`src/rtl/vga_fb_pkg.sv`:
```
// rtl/vga_fb_pkg.sv - window geometry, frame-buffer depth and arbiter state type
package vga_fb_pkg;
  localparam int X0       = 200;
  localparam int Y0       = 150;
  localparam int IMG_W    = 225;
  localparam int IMG_H    = 225;
  localparam int FB_DEPTH = IMG_W * IMG_H;
  localparam int ADDR_W   = 16;

  typedef enum logic [1:0] {IDLE, WRITE, ERR} fb_state_t;
endpackage

```
`src/rtl/fb_window_decode.sv`:
```
// rtl/fb_window_decode.sv - inclusive image-window test on the raw raster counters
module fb_window_decode
  import vga_fb_pkg::*;
#(
  parameter int WX0 = X0,
  parameter int WY0 = Y0,
  parameter int W   = IMG_W,
  parameter int H   = IMG_H
) (
  input  logic [10:0] hcount,
  input  logic [9:0]  vcount,
  output logic        in_win,
  output logic        in_vwin
);
  always_comb begin
    in_vwin = (vcount >= 10'(WY0)) && (vcount <= 10'(WY0 + H - 1));
    in_win  = in_vwin && (hcount >= 11'(WX0)) && (hcount <= 11'(WX0 + W - 1));
  end
endmodule

```
`src/rtl/vga_fb_arbiter.sv`:
```
// rtl/vga_fb_arbiter.sv - frame-buffer port arbiter: display reads first, CPU writes in gaps
module vga_fb_arbiter
  import vga_fb_pkg::*;
(
  input  logic              clk,
  input  logic              rst,
  input  logic [10:0]       hcount,
  input  logic [9:0]        vcount,
  input  logic              wr_valid,
  input  logic [ADDR_W-1:0] wr_addr,
  input  logic [7:0]        wr_data,
  output logic              wr_ready,
  output logic              wr_err,
  output logic [ADDR_W-1:0] mem_addr,
  output logic              mem_we,
  output logic [7:0]        mem_wdata,
  input  logic [7:0]        mem_rdata,
  output logic [7:0]        out_pixels,
  output logic              out_valid
);
  localparam logic [ADDR_W-1:0] LAST_ADDR = ADDR_W'(FB_DEPTH - 1);
  localparam logic [ADDR_W-1:0] DEPTH_A   = ADDR_W'(FB_DEPTH);

  logic              in_win, in_vwin;
  logic [ADDR_W-1:0] rd_ptr;
  fb_state_t         state, state_n;
  logic              grant_wr, grant_err;
  logic              rd_v1, rd_v2;

  fb_window_decode u_win (
    .hcount  (hcount),
    .vcount  (vcount),
    .in_win  (in_win),
    .in_vwin (in_vwin)
  );

  // Raster address counts pixels, so no x*IMG_W product is needed.
  always_ff @(posedge clk) begin
    if (rst || !in_vwin)
      rd_ptr <= '0;
    else if (in_win)
      rd_ptr <= (rd_ptr == LAST_ADDR) ? '0 : rd_ptr + ADDR_W'(1);
  end

  always_ff @(posedge clk) begin
    if (rst) state <= IDLE;
    else     state <= state_n;
  end

  // WRITE/ERR last one cycle, which caps CPU throughput at one request per two clocks.
  always_comb begin
    state_n   = state;
    grant_wr  = 1'b0;
    grant_err = 1'b0;
    case (state)
      IDLE: begin
        if (!in_win && wr_valid) begin
          if (wr_addr < DEPTH_A) begin
            state_n  = WRITE;
            grant_wr = 1'b1;
          end else begin
            state_n   = ERR;
            grant_err = 1'b1;
          end
        end
      end
      WRITE, ERR: state_n = IDLE;
      default:    state_n = IDLE;
    endcase
  end

  always_ff @(posedge clk) begin
    if (rst) begin
      mem_addr   <= '0;
      mem_we     <= 1'b0;
      mem_wdata  <= '0;
      wr_ready   <= 1'b0;
      wr_err     <= 1'b0;
      rd_v1      <= 1'b0;
      rd_v2      <= 1'b0;
      out_pixels <= '0;
      out_valid  <= 1'b0;
    end else begin
      mem_we   <= grant_wr;
      wr_ready <= grant_wr || grant_err;
      wr_err   <= grant_err;
      if (in_win) begin
        mem_addr <= rd_ptr;
      end else if (grant_wr) begin
        mem_addr  <= wr_addr;
        mem_wdata <= wr_data;
      end
      // Only display-issued reads ever reach the DAC.
      rd_v1      <= in_win;
      rd_v2      <= rd_v1;
      out_valid  <= rd_v2;
      out_pixels <= rd_v2 ? mem_rdata : '0;
    end
  end
endmodule

```
`config.mk`:
```
export PLATFORM = sky130hd
export DESIGN_NAME = vga_fb_arbiter
export DESIGN_NICKNAME = d
export VERILOG_FILES = /design/src/rtl/vga_fb_pkg.sv /design/src/rtl/fb_window_decode.sv /design/src/rtl/vga_fb_arbiter.sv
export SDC_FILE = /design/constraint.sdc
export NUM_CORES = 1
export LEC_CHECK = 0
export ABC_AREA = 1
export CAP_MARGIN = 25
export CORE_UTILIZATION = 67
export CTS_CLUSTER_DIAMETER = 50
export CTS_CLUSTER_SIZE = 20
export DETAILED_ROUTE_END_ITERATION = 7
export DONT_BUFFER_PORTS = 1
export GPL_ROUTABILITY_DRIVEN = 0
export PLACE_DENSITY = 0.81
export SYNTH_ARGS = -nofsm -noshare
export SYNTH_HDL_FRONTEND = slang
export SYNTH_HIERARCHICAL = 1
export SYNTH_SLANG_ARGS = --single-unit
```
`constraint.sdc`:
```
create_clock -name clk -period 3.1 [get_ports clk]
set_input_delay 0.775 -clock clk [delete_from_list [all_inputs] [get_ports clk]]
set_output_delay 0.775 -clock clk [all_outputs]
set_load 0.02 [all_outputs]
```
==> impl_metrics.json <==
{
  "arrival_ns": 2.30,
  "clock_latency_ns": 0.31,
  "die_w_um": 64.4,
  "synth_edf_count": 0,
  "grt_pass1_vias": 2142,
  "use_met2_pct": 48.2,
  "place_hpwl_um": 4100,
  "worstPathRequired_ns": 3.31,
  "ys_seq_area_share_pct": 43.0,
  "clkSinkCount": 56,
  "io-pin-count": 92,
  "synth-async-reset-ratio_pct": 0,
  "ys_seq_elements": 56,
  "critPathMaxFanout": 21,
  "yosysMostFrequentCell": "nand2_1",
  "area_delta_synth_final_pct": 4.03,
  "synth_fp_nets": 445,
  "antenna_found_initial": 0,
  "maxCapViolCount": 0,
  "synth_ff_type": "dfxtp_1",
  "io_buffers": 0,
  "n_fill_cell": 331,
  "cts_root_buf": "clkbuf_8",
  "synthesis.instances": 387,
  "dieArea_um2": 4140,
  "netlist_area_um2": 2600,
  "seq_area_um2": 1120,
  "synthTopCellsByArea": "dfxtp_1, nand2_1, nor2_1",
  "numCtsBuffers": 5,
  "met3_usage_pct": 7.68,
  "hold_violations": 0,
  "period_needed_ns": 2.09,
  "status": "complete, no violations",
  "slew_violations": 0,
  "slowest_stage": "buf_4",
  "core_um2": 3690,
  "htreeDepth": 2,
  "yosysWarnings": 6,
  "yosysTopAreaCell": "dfxtp_1",
  "pwr_density_cell_nw_per_um2": 492,
  "avgSynthCellArea_um2": 6.73,
  "final_nets": 442,
  "post-route-period-util_pct": 67.4,
  "cts_tree": "yes",
  "avgRoutedWirePerCell_um": 12.6,
  "tns_ns": 0,
  "vias": 2317,
  "crit_buf_inv": 1,
  "die_y_um": 64.4,
  "multi_input_area_um2": 1220,
  "worstMarginPinSlew_ns": 0.372,
  "drc": 0,
  "clk_pin_slew_ns": 0.10,
  "placedInstanceArea_um2": 2620,
  "setup_viol": 0,
  "initial_core_util_pct": 70.6,
  "endpoint_kind": "register",
  "drive_above_1_share_pct": 6.23,
  "design_area_um2": 2710,
  "synth_cell_types": 31,
  "clk_path_buf_depth": 2,
  "grt_busiest_layer": "met2",
  "drt_iter0_markers": 120,
  "num_rows": 22,
  "max-vdd-ir-drop_mv": 0.285,
  "grtUsageTotal_pct": 28.1,
  "ant_nets": 0,
  "critPathMaxStageDelay_ns": 0.25,
  "cts_setup_buffers": 0,
  "num_antenna_cells": 0,
  "grt_max_degree": 32,
  "leakage_nw": 1.24,
  "synth_common_cells": "nand2_1, nor2_1, dfxtp_1",
  "hold_class": "register to register",
  "path_cells": "or2_1 > a21oi_2 > nand2_1 > nor2_2 > buf_4 > nand2_1 > nor2_1 > nand3_1 > nor2_1 > nand3_1 > nand2_1 > nor2_1",
  "wl_um": 5450,
  "drtPass1Iterations": 4,
  "cpLargestDelayFamily": "simple AND/OR/NAND/NOR gates",
  "grt_pass1_wl_um": 9110,
  "postCtsHoldBufs": 0,
  "setup.worst_path.class": "primary input to register",
  "slew_headroom_pct": 75.2,
  "grt.met1_usage_pct": 32.0,
  "rsz0062_at_grt": "no",
  "skew_ns": 0.00757,
  "post-route-util_pct": 73.5,
  "globalRouteOverflowTotal": 0,
  "max_freq_ghz": 0.479,
  "synth_top_area_share_pct": 43.0,
  "startpoint_type": "primary input",
  "vias_per_cell": 5.35,
  "postCtsResizedCells": 0
}
==> worst paths after layout <==
kind	cells past startpoint	slack (ns)	to	start
setup / recovery	12	1.01	rd_ptr[15]$_SDFFE_PP0P_	hcount[9]
setup reg to reg	9	1.52	rd_ptr[11]$_SDFFE_PP0P_	rd_ptr[0]$_SDFFE_PP0P_
hold / removal	2	0.41	rd_v2$_SDFF_PP0_	rd_v1$_SDFF_PP0_
hold reg to reg	2	0.41	rd_v2$_SDFF_PP0_	rd_v1$_SDFF_PP0_
==> worst register-to-register path, delay by kind of cell, from the launching register on <==
| kind | cells | cell delay, ns |
|---|---|---|
| buf+inv | 2 | 0.23 |
| flops | 1 | 0.35 |
| compound gates | 1 | 0.04 |
| simple gates | 5 | 0.68 |
| fa+ha+maj | 1 | 0.18 |
==> logic make-up after synthesis <==
| family | synth area share (%) |
|---|---|
| and+or+nand+nor | 36.9 |
| adders and majority gates | 0.960 |
| muxes | 0.384 |
| AOI/OAI and AO/OA | 7.83 |
| DFF | 43.0 |
| xor gates and xnor gates | 0.673 |
| buffers and inverters | 10.2 |
==> layout make-up <==
cell class	count	share of cell area, %
well taps	48	2.22
clock buffers	6	2.68
inverters	53	7.34
clock inverters	2	0.600
repair buffers	3	0.831
flip-flops and latches	56	41.4
multi-input cells	265	45.0
==> layout by cell type, fill, tap and decap left out <==
master      Yosys  final
o21ai_1         5      5
xor2_1          2      2
clkinv_1        1      1
nor3_4          1      1
clkinv_4        0      1
a21boi_0        1      1
and3_1          1      1
nor2_2          1      1
dfxtp_1        56     56
nor2_1         66     66
or2_1           2      2
a211oi_1        1      1
nor4_1          1      1
nand3_2         1      1
ha_1            2      2
o21ai_0        15     15
buf_4           0      3
mux2i_1         1      1
nor3_1         11     11
nand3_1        20     20
clkbuf_1        4      1
nand2_2         2      2
nor3_2          2      2
a21oi_1        16     16
nand2_1       100    100
inv_2           6      6
clkbuf_8        0      5
nand4_1         3      3
clkinvlp_4      0      1
nand3b_1        9      9
nor3b_1         1      1
inv_1          46     46
a21oi_2         1      1
==> layer usage <==
metal | up-vias | share of wire, %
met4 | 0 | 2.4
met5 | - | 0
li1 | 1201 | -
met2 | 80 | 48
met3 | 14 | 7.1
met1 | 1022 | 42
==> power breakdown <==
group	switching (mW)	internal [mW]
sequential	0.0588	0.752
clock	0.236	0.161
combinational	0.0776	0.0471
==> metrics by stage <==
stage	total power, mW	hold WS (ns)	setup WS, ns	instances
global placement	0.947	0.390	0.789	425
detailed placement	0.953	0.397	0.693	425
floorplan	0.931	0.388	1.04	387
global route	1.39	0.427	0.729	433
finish	1.33	0.409	1.01	433
CTS	1.34	0.411	1.02	433
==> flip-flops by register name, summed over array words and instances (netlist names) <==
| name | cells |
|---|---|
| rd_v1 | 1 |
| wr_ready | 1 |
| rd_v2 | 1 |
| rd_ptr | 16 |
| mem_we | 1 |
| mem_addr | 16 |
| out_pixels | 8 |
| out_valid | 1 |
| wr_err | 1 |
| state | 2 |
| mem_wdata | 8 |
No activity file was read; power rests on OpenSTA's default activity.
